<file path="config.mk">
export PLATFORM = sky130hd
export DESIGN_NAME = act_pwl_pipe
export DESIGN_NICKNAME = d
export VERILOG_FILES = /design/src/rtl/act_pkg.sv /design/src/rtl/act_pwl_lane.sv /design/src/rtl/act_pwl_pipe.sv
export SDC_FILE = /design/constraint.sdc
export NUM_CORES = 1
export LEC_CHECK = 0
export CELL_PAD_IN_SITES_DETAIL_PLACEMENT = 1
export CELL_PAD_IN_SITES_GLOBAL_PLACEMENT = 1
export CORE_UTILIZATION = 47
export DETAILED_ROUTE_END_ITERATION = 12
export HOLD_SLACK_MARGIN = 0.05
export PLACE_DENSITY = 0.93
export SYNTH_ARGS = -nofsm -noshare
export SYNTH_HDL_FRONTEND = slang
export SYNTH_HIERARCHICAL = 1
export SYNTH_SLANG_ARGS = --single-unit
</file>
<file path="constraint.sdc">
create_clock -name clk -period 23.8 [get_ports clk]
set_clock_uncertainty 0.1 [all_clocks]
set_input_delay 3.57 -clock clk [delete_from_list [all_inputs] [get_ports clk]]
set_output_delay 3.57 -clock clk [all_outputs]
set_load 0.05 [all_outputs]
</file>
<file path="src/rtl/act_pkg.sv">
// Shared types and Q-format constants for the piecewise-linear activation unit.
package act_pkg;

   typedef enum logic [1:0] {
      MODE_SIG  = 2'b00,
      MODE_TANH = 2'b01,
      MODE_RELU = 2'b10,
      MODE_BYP  = 2'b11
   } act_mode_e;

   // Segment index, lowest range first; ReLU uses LO (negative) / MID only.
   typedef logic [2:0] seg_t;
   localparam seg_t SEG_LO  = 3'd0;
   localparam seg_t SEG_NL  = 3'd1;
   localparam seg_t SEG_MID = 3'd2;
   localparam seg_t SEG_PL  = 3'd3;
   localparam seg_t SEG_HI  = 3'd4;

   typedef enum logic [3:0] {
      QC_0P125, QC_0P5, QC_0P75, QC_0P875, QC_ONE, QC_0P8, QC_1P6, QC_4, QC_8
   } qconst_e;

   // floor(v * 2^frac) for each constant the segments need
   function automatic longint q_const(input int frac, input qconst_e c);
      longint one;
      one = longint'(1) <<< frac;
      case (c)
         QC_0P125: q_const = one >>> 3;
         QC_0P5:   q_const = one >>> 1;
         QC_0P75:  q_const = (one * 3) >>> 2;
         QC_0P875: q_const = (one * 7) >>> 3;
         QC_ONE:   q_const = one;
         QC_0P8:   q_const = (one * 4) / 5;
         QC_1P6:   q_const = (one * 8) / 5;
         QC_4:     q_const = one <<< 2;
         default:  q_const = one <<< 3;
      endcase
   endfunction

endpackage

</file>
<file path="src/rtl/act_pwl_lane.sv">
// One lane of the activation: segment decode (before S1) and shift-add evaluate (after S1).
module act_pwl_lane
   import act_pkg::*;
#(
   parameter int WIDTH = 32,
   parameter int FRAC  = 24
) (
   input  logic [WIDTH-1:0] dec_x_i,
   input  act_mode_e        dec_mode_i,
   output seg_t             dec_seg_o,
   input  logic [WIDTH-1:0] ev_x_i,
   input  act_mode_e        ev_mode_i,
   input  seg_t             ev_seg_i,
   output logic [WIDTH-1:0] ev_y_o,
   output logic             ev_sat_o
);

   localparam logic signed [WIDTH-1:0] K_0P125 = WIDTH'(q_const(FRAC, QC_0P125));
   localparam logic signed [WIDTH-1:0] K_0P5   = WIDTH'(q_const(FRAC, QC_0P5));
   localparam logic signed [WIDTH-1:0] K_0P75  = WIDTH'(q_const(FRAC, QC_0P75));
   localparam logic signed [WIDTH-1:0] K_0P875 = WIDTH'(q_const(FRAC, QC_0P875));
   localparam logic signed [WIDTH-1:0] K_ONE   = WIDTH'(q_const(FRAC, QC_ONE));
   localparam logic signed [WIDTH-1:0] K_0P8   = WIDTH'(q_const(FRAC, QC_0P8));
   localparam logic signed [WIDTH-1:0] K_1P6   = WIDTH'(q_const(FRAC, QC_1P6));
   localparam logic signed [WIDTH-1:0] K_4     = WIDTH'(q_const(FRAC, QC_4));
   localparam logic signed [WIDTH-1:0] K_8     = WIDTH'(q_const(FRAC, QC_8));
   // Negative thresholds mirror the positive ones so the segments stay symmetric.
   localparam logic signed [WIDTH-1:0] K_0P8N  = -K_0P8;
   localparam logic signed [WIDTH-1:0] K_1P6N  = -K_1P6;
   localparam logic signed [WIDTH-1:0] K_4N    = -K_4;
   localparam logic signed [WIDTH-1:0] K_8N    = -K_8;
   localparam logic signed [WIDTH-1:0] K_ONEN  = -K_ONE;

   logic signed [WIDTH-1:0] xd, xe, y;

   assign xd = dec_x_i;
   assign xe = ev_x_i;

   always_comb begin
      dec_seg_o = SEG_MID;
      unique case (dec_mode_i)
         MODE_SIG: begin
            if      (xd < K_8N)   dec_seg_o = SEG_LO;
            else if (xd < K_1P6N) dec_seg_o = SEG_NL;
            else if (xd < K_1P6)  dec_seg_o = SEG_MID;
            else if (xd < K_8)    dec_seg_o = SEG_PL;
            else                  dec_seg_o = SEG_HI;
         end
         MODE_TANH: begin
            if      (xd < K_4N)   dec_seg_o = SEG_LO;
            else if (xd < K_0P8N) dec_seg_o = SEG_NL;
            else if (xd < K_0P8)  dec_seg_o = SEG_MID;
            else if (xd < K_4)    dec_seg_o = SEG_PL;
            else                  dec_seg_o = SEG_HI;
         end
         MODE_RELU: dec_seg_o = xd[WIDTH-1] ? SEG_LO : SEG_MID;
         MODE_BYP:  dec_seg_o = SEG_MID;
      endcase
   end

   always_comb begin
      y        = xe;
      ev_sat_o = 1'b0;
      unique case (ev_mode_i)
         MODE_SIG: begin
            case (ev_seg_i)
               SEG_LO:  begin y = '0;    ev_sat_o = 1'b1; end
               SEG_NL:  y = K_0P125 + (xe >>> 6);
               SEG_MID: y = K_0P5   + (xe >>> 2);
               SEG_PL:  y = K_0P875 + (xe >>> 6);
               default: begin y = K_ONE; ev_sat_o = 1'b1; end
            endcase
         end
         MODE_TANH: begin
            case (ev_seg_i)
               SEG_LO:  begin y = K_ONEN; ev_sat_o = 1'b1; end
               SEG_NL:  y = (xe >>> 4) - K_0P75;
               SEG_MID: y = xe;
               SEG_PL:  y = K_0P75 + (xe >>> 4);
               default: begin y = K_ONE;  ev_sat_o = 1'b1; end
            endcase
         end
         MODE_RELU: begin
            if (ev_seg_i == SEG_LO) begin
               y        = '0;
               ev_sat_o = 1'b1;
            end
         end
         MODE_BYP: y = xe;
      endcase
   end

   assign ev_y_o = y;

endmodule

</file>
<file path="src/rtl/act_pwl_pipe.sv">
// Two-stage, multi-lane piecewise-linear activation with a valid/ready stream on both sides.
module act_pwl_pipe
   import act_pkg::*;
#(
   parameter int WIDTH = 32,
   parameter int FRAC  = 24,
   parameter int LANES = 4
) (
   input  logic                   clk,
   input  logic                   rst,
   input  logic                   in_valid,
   output logic                   in_ready,
   input  logic [1:0]             in_mode,
   input  logic [LANES*WIDTH-1:0] in_data,
   output logic                   out_valid,
   input  logic                   out_ready,
   output logic [LANES*WIDTH-1:0] out_data,
   output logic [LANES-1:0]       out_sat
);

   localparam int STAGES = 2;

   if (WIDTH - FRAC < 5) begin : g_bad_fmt
      $error("act_pwl_pipe: WIDTH-FRAC must be >= 5 so that +/-8 is representable");
   end

   logic                           advance;
   logic [STAGES:1]                vld_pipe_q;
   act_mode_e                      in_mode_e;
   logic [LANES-1:0][WIDTH-1:0]    in_x;
   seg_t [LANES-1:0]               s1_seg_d, s1_seg_q;
   logic [LANES-1:0][WIDTH-1:0]    s1_x_q;
   act_mode_e                      s1_mode_q;
   logic [LANES-1:0][WIDTH-1:0]    s2_y_d, s2_y_q;
   logic [LANES-1:0]               s2_sat_d, s2_sat_q;

   // Whole pipe moves as one; a stalled output freezes both stages.
   assign advance   = !vld_pipe_q[STAGES] | out_ready;
   assign in_ready  = advance;
   assign in_mode_e = act_mode_e'(in_mode);
   assign in_x      = in_data;

   for (genvar g = 0; g < LANES; g++) begin : g_lane
      act_pwl_lane #(.WIDTH(WIDTH), .FRAC(FRAC)) u_lane (
         .dec_x_i    (in_x[g]),
         .dec_mode_i (in_mode_e),
         .dec_seg_o  (s1_seg_d[g]),
         .ev_x_i     (s1_x_q[g]),
         .ev_mode_i  (s1_mode_q),
         .ev_seg_i   (s1_seg_q[g]),
         .ev_y_o     (s2_y_d[g]),
         .ev_sat_o   (s2_sat_d[g])
      );
   end

   always_ff @(posedge clk or posedge rst) begin
      if (rst) begin
         vld_pipe_q <= '0;
         s1_x_q     <= '0;
         s1_mode_q  <= MODE_SIG;
         s1_seg_q   <= '0;
         s2_y_q     <= '0;
         s2_sat_q   <= '0;
      end else if (advance) begin
         vld_pipe_q <= {vld_pipe_q[STAGES-1:1], in_valid};
         s1_x_q     <= in_x;
         s1_mode_q  <= in_mode_e;
         s1_seg_q   <= s1_seg_d;
         s2_y_q     <= s2_y_d;
         s2_sat_q   <= s2_sat_d;
      end
   end

   assign out_valid = vld_pipe_q[STAGES];
   assign out_data  = s2_y_q;
   assign out_sat   = s2_sat_q;

endmodule

</file>
## Word level (Yosys, flattened, before mapping)

Cells that the tools add are included.

| storage, ports and cells | value |
|---|---|
| memory bits (read-only) | 0 |
| bits in registers | 276 |
| bits in latches | 0 |
| memories | 0 |
| RAM bits | 0 |
| logic and storage cells | 166 |

| cells by class | value |
|---|---|
| bitwise logic cells | 1 |
| magnitude comparators | 32 |
| divide/modulo/power cells | 0 |
| eq/ne operators | 18 |
| multipliers | 0 |
| shift operators | 0 |
| reductions and logical operators | 12 |
| add/subtract/negate cells | 20 |
| mux-type cells | 68 |

Operators with widths:

| kind | count |
|---|---|
| $pmux W32 S4 | 12 |
| $lt A32 B25 Y1 const B | 8 |
| $lt A32 B26 Y1 const B | 8 |
| $lt A32 B28 Y1 const B | 8 |
| $lt A32 B27 Y1 const B | 4 |
| $lt A32 B29 Y1 const B | 4 |
| $mux W32 | 4 |
| $add A25 B30 Y31 const A | 4 |
| $add A25 B28 Y29 const A | 4 |
| $sub A28 B25 Y29 const B | 4 |
| $add A23 B26 Y27 const A | 4 |
| $add A25 B26 Y27 const A | 4 |
| $mux W3 | 32 |
| $pmux W3 S4 | 4 |
| $eq A3 B2 Y1 const B | 8 |
| $eq A3 B1 Y1 const B | 4 |
| $logic_not A3 Y1 | 4 |
| $reduce_or A3 Y1 | 4 |
| $eq A2 B2 Y1 const B | 4 |
| $mux W1 | 8 |
| $mux W2 | 4 |
| $pmux W1 S2 | 4 |
| $eq A2 B1 Y1 const B | 2 |
| $logic_not A2 Y1 | 2 |
| 3 further kinds | 3 |

## Depth between registers and ports, before layout

| depth | value |
|---|---|
| depth after elaboration | 6 |
| mapped depth | 9 |
| mapped depth without buffers | 8 |

## Modules after synthesis

Netlist, hierarchy kept.

By module, submodules not included:

| module | sequential area each (um^2) | cells an instance | area each (um^2) | times used |
|---|---|---|---|---|
| act_pwl_pipe | 6906.6 | 585 | 11177.0 | 1 |
| act_pwl_lane (g_lane[0].u_lane ...) | 0.0 | 349 | 2097.0 | 3 |
| act_pwl_lane (g_lane[3].u_lane) | 0.0 | 317 | 2009.4 | 1 |

## Worst setup path before layout

OpenSTA, ideal clock, no wires.

| path | value |
|---|---|
| path type | input port to output port |
| from | input out_ready |
| to | output in_ready |
| path buffers | 3 |
| slack | 16.007 ns |
| arrival | 4.123 ns |
| cell stages on the path | 4 |
| path through | nand2b_4 -> buf_6 -> buf_6 -> buf_6 |

| between the ends | value |
|---|---|
| word-level cells in the longest chain between the ends | 1 |

RTL lines:

| element | RTL line | RTL |
|---|---|---|
| start, declared | act_pwl_pipe.sv:16 | `input logic out_ready,` |
| $or A1 B1 Y1 | act_pwl_pipe.sv:38 | `assign advance = !vld_pipe_q[STAGES] \| out_ready;` |
| end, declared | act_pwl_pipe.sv:12 | `output logic in_ready,` |

No other way between the ends.

## Worst setup path in the final report

Ends and elaborated chain as after synthesis.

==> flow_metrics.py <==
metrics = {
    "outcome": {
        "run_status": "finished, final reports clean",
    },
    "floorplanning": {
        "ios": 268,
        "placeableCoreArea_mm2": 0.0408,
        "design.die.area_mm2": 0.0423,
        "chipWidth_um": 206,
        "die_h_um": 206,
        "initial_standard_cell_utilization_of_the_core_pct": 47.7,
        "placementRows": 74,
    },
    "cts": {
        "hold_buffers": 0,
        "clock-root-buffer": "clkbuf_16",
        "cts.repair.resized": 0,
        "htree_num_levels": 1,
        "clockBufferDepth": 3,
        "cts.repair_timing.setup_buffer_count": 0,
        "clk_pin_slew_worst_paths_ns": 0.06,
        "tritoncts.num_buffers": 30,
        "tritoncts": "done",
        "cts_sinks": 276,
        "worst_skew_pair.late_latency_ns": 0.59,
    },
    "route": {
        "detail_route.vias_per_cell": 6.41,
        "drc": 0,
        "drt_first_iter_violations": 1394,
        "avgRoutedWirePerCell_um": 24.1,
        "detailed_route_via_count": 17300,
        "drt-total-wl_um": 65000,
        "first_pass_iters": 5,
        "detail-route-antenna-nets": 0,
    },
    "setup_path": {
        "path_class": "in -> out",
        "critPathRequiredTime_ns": 20.13,
        "worst-endpoint-arrival_ns": 5.81,
        "r2r_slack_ns": 20.21,
        "critical_path.endpoint_type": "output port",
        "start_kind": "input pin",
        "reg2reg_depth": 4,
        "worstPathMaxFanout": 46,
    },
    "sta": {
        "max_freq_mhz": 105,
        "setup_viol": 0,
        "final_critical_path_time_including_i_o_delays_and_setup_ns": 9.48,
        "layout_worst_path_cycle_share_pct": 39.9,
        "finalMaxSlewViolations": 0,
        "rsz0062_at_grt": "false",
        "max-slew-margin-rel_pct": 20.2,
        "finalHoldViolations": 0,
        "tightest_slew_ns": 1.20,
        "setup-tns-final_ns": 0,
        "final_critical_path_setup_slack_ns": 14.32,
    },
    "synthesis": {
        "synth_cell_area_mm2": 0.0195,
        "ys_dominant_reg_cell": "dfrtp_1",
        "yosys.cell_types.count": 80,
        "synth.ff_latch_count": 276,
        "async_reset_ff_share_pct": 100,
        "ys_seq_area_share_pct": 35.5,
        "mappedNetlistNets": 2111,
        "synth_area_leaders": "dfrtp_1 (35%), mux2_4 (17%), a22oi_1 (4.2%)",
        "synth_area_per_cell_um2": 9.99,
        "synth_edf_count": 0,
        "synth.largest_area_cell": "dfrtp_1",
        "area_share_of_the_leading_cell_type_in_the_synthesized_netlist_pct": 35.5,
        "synthesis.instances": 1949,
        "synth.yosys.warnings": 6,
    },
    "layout": {
        "drive_gt1_share_pct": 17.5,
        "commonest_non_fill_non_tap_cell_in_the_layout": "dfrtp_1",
        "post-route-cell-area_mm2": 0.0232,
        "filler_cell_count": 4492,
        "layout-area-overhead-vs-synth_pct": 19.0,
        "layout.cells.non_filler": 2696,
        "most-common-layout-cells": "dfrtp_1 (274), clkdlybuf4s50_1 (267), mux2_4 (220)",
        "number_of_nets_at_the_end_of_the_flow": 2300,
    },
    "global_routing": {
        "grt_start_max_net_pins": 125,
        "grt_antenna_before_repair": 4,
        "grt_first_pass_wirelength_um": 102000,
        "first_global_vias": 17800,
        "overflow": 0,
        "groute.usage.overall_pct": 30.3,
    },
    "placement": {
        "port_buffers": 267,
        "pre_cts_ws_ns": 14.31,
        "post_dp_cell_area_mm2": 0.0222,
        "place_hpwl_um": 45900,
        "placedCellCount": 2638,
        "gp_congestion": 0.918,
    },
    "min_path": {
        "worstHoldPathCells": 1,
        "hp-class": "reg -> reg",
    },
    "pwr": {
        "static-leakage-power_nw": 10.0,
        "pwr_density_cell_mw_per_mm2": 88.4,
        "total_power_mw": 2.05,
        "vdd.ir_drop.worst_mv": 0.0483,
    },
    "run": {
        "maxCapViolations": 0,
    },
}
==> path summary, 6_finish.rpt <==
path,startpoint,endpoint
worst max-delay path,out_ready,in_ready
worst min-delay path,out_data[29],out_data[29]
worst max register to register,vld_pipe_q[2],out_data[60]
worst min register to register,out_data[29],out_data[29]
max in group asynchronous,rst,out_data[64]
min in group asynchronous,rst,out_sat[0]
==> where the power goes <==
part	total, mW	switching [mW]	internal [mW]
sequential	0.689	0.125	0.565
combinational	0.880	0.520	0.360
clock	0.479	0.195	0.283
total	2.05	0.840	1.21
==> cell families (layout without fill, tap and decap cells) <==
logic type	after synthesis	after routing	synth area share [%]
simple gates	557	557	13.9
fa+ha+maj	28	28	1.80
flops	276	276	35.5
other cells	0	4	0
mux	292	292	21.0
buf+inv	171	382	4.98
compound gates	565	565	20.1
xor+xnor	60	60	2.70
==> area by class of cell <==
cell class | count | area (µm²) | area share (%)
Antenna cell | 4 | 10.0 | 0.0432
Clock buffer | 48 | 918 | 3.96
Clock inverter | 6 | 91.3 | 0.394
Inverter | 44 | 173 | 0.745
Multi-Input combinational cell | 1502 | 11600 | 50.0
Sequential cell | 276 | 6910 | 29.8
Tap cell | 532 | 666 | 2.87
Timing Repair Buffer | 284 | 2810 | 12.1
==> per-layer routing <==
metal  wire [µm]  vias up  track usage, %  share of wire [%]
li1            -     7631               -                  -
met1       27300     8786            40.2                 42
met2       32200      710            51.6                 50
met3        3400      161            2.90                5.2
met4        2050        0            10.3                3.2
met5           0        -               0                  0
==> synthesized netlist by cell type, types with 14 or more instances <==
cell / number
a211oi_1: 15
a21o_1: 43
a21oi_1: 103
a22oi_1: 109
buf_2: 44
buf_6: 31
clkbuf_1: 40
dfrtp_1: 276
ha_1: 28
inv_1: 35
mux2_2: 59
mux2_4: 220
nand2_1: 157
nand2b_1: 19
nand3_1: 35
nand4_1: 17
nor2_1: 177
nor3_1: 34
o211ai_1: 40
o21ai_0: 83
o21ai_1: 20
o22ai_1: 16
or2_1: 21
or3_1: 14
xnor2_1: 37
xor2_1: 23
==> flip-flops by register name, summed over array words and instances, names as in the netlist <==
signal / cells
out_data: 128
out_sat: 4
s1_mode_q: 2
s1_seg_q: 12
s1_x_q: 128
vld_pipe_q: 2
==> stage by stage <==
| step | hold WS [ns] | util (%) |
|---|---|---|
| 6_report | 0.409 | 56.8 |
| 5_1_grt | 0.421 | 56.8 |
| 4_1_cts | 0.410 | 56.7 |
| 3_5_place_dp | 0.395 | 54.3 |
| 3_3_place_gp | 0.345 | 54.3 |
| 2_1_floorplan | 0.335 | - |
==> critical path, stage by stage <==
cell,delay (ns)
clkdlybuf4s50_1,0.47
nand2b_4,0.71
clkdlybuf4s50_1,1.03
(Power assumes the default switching activity.)
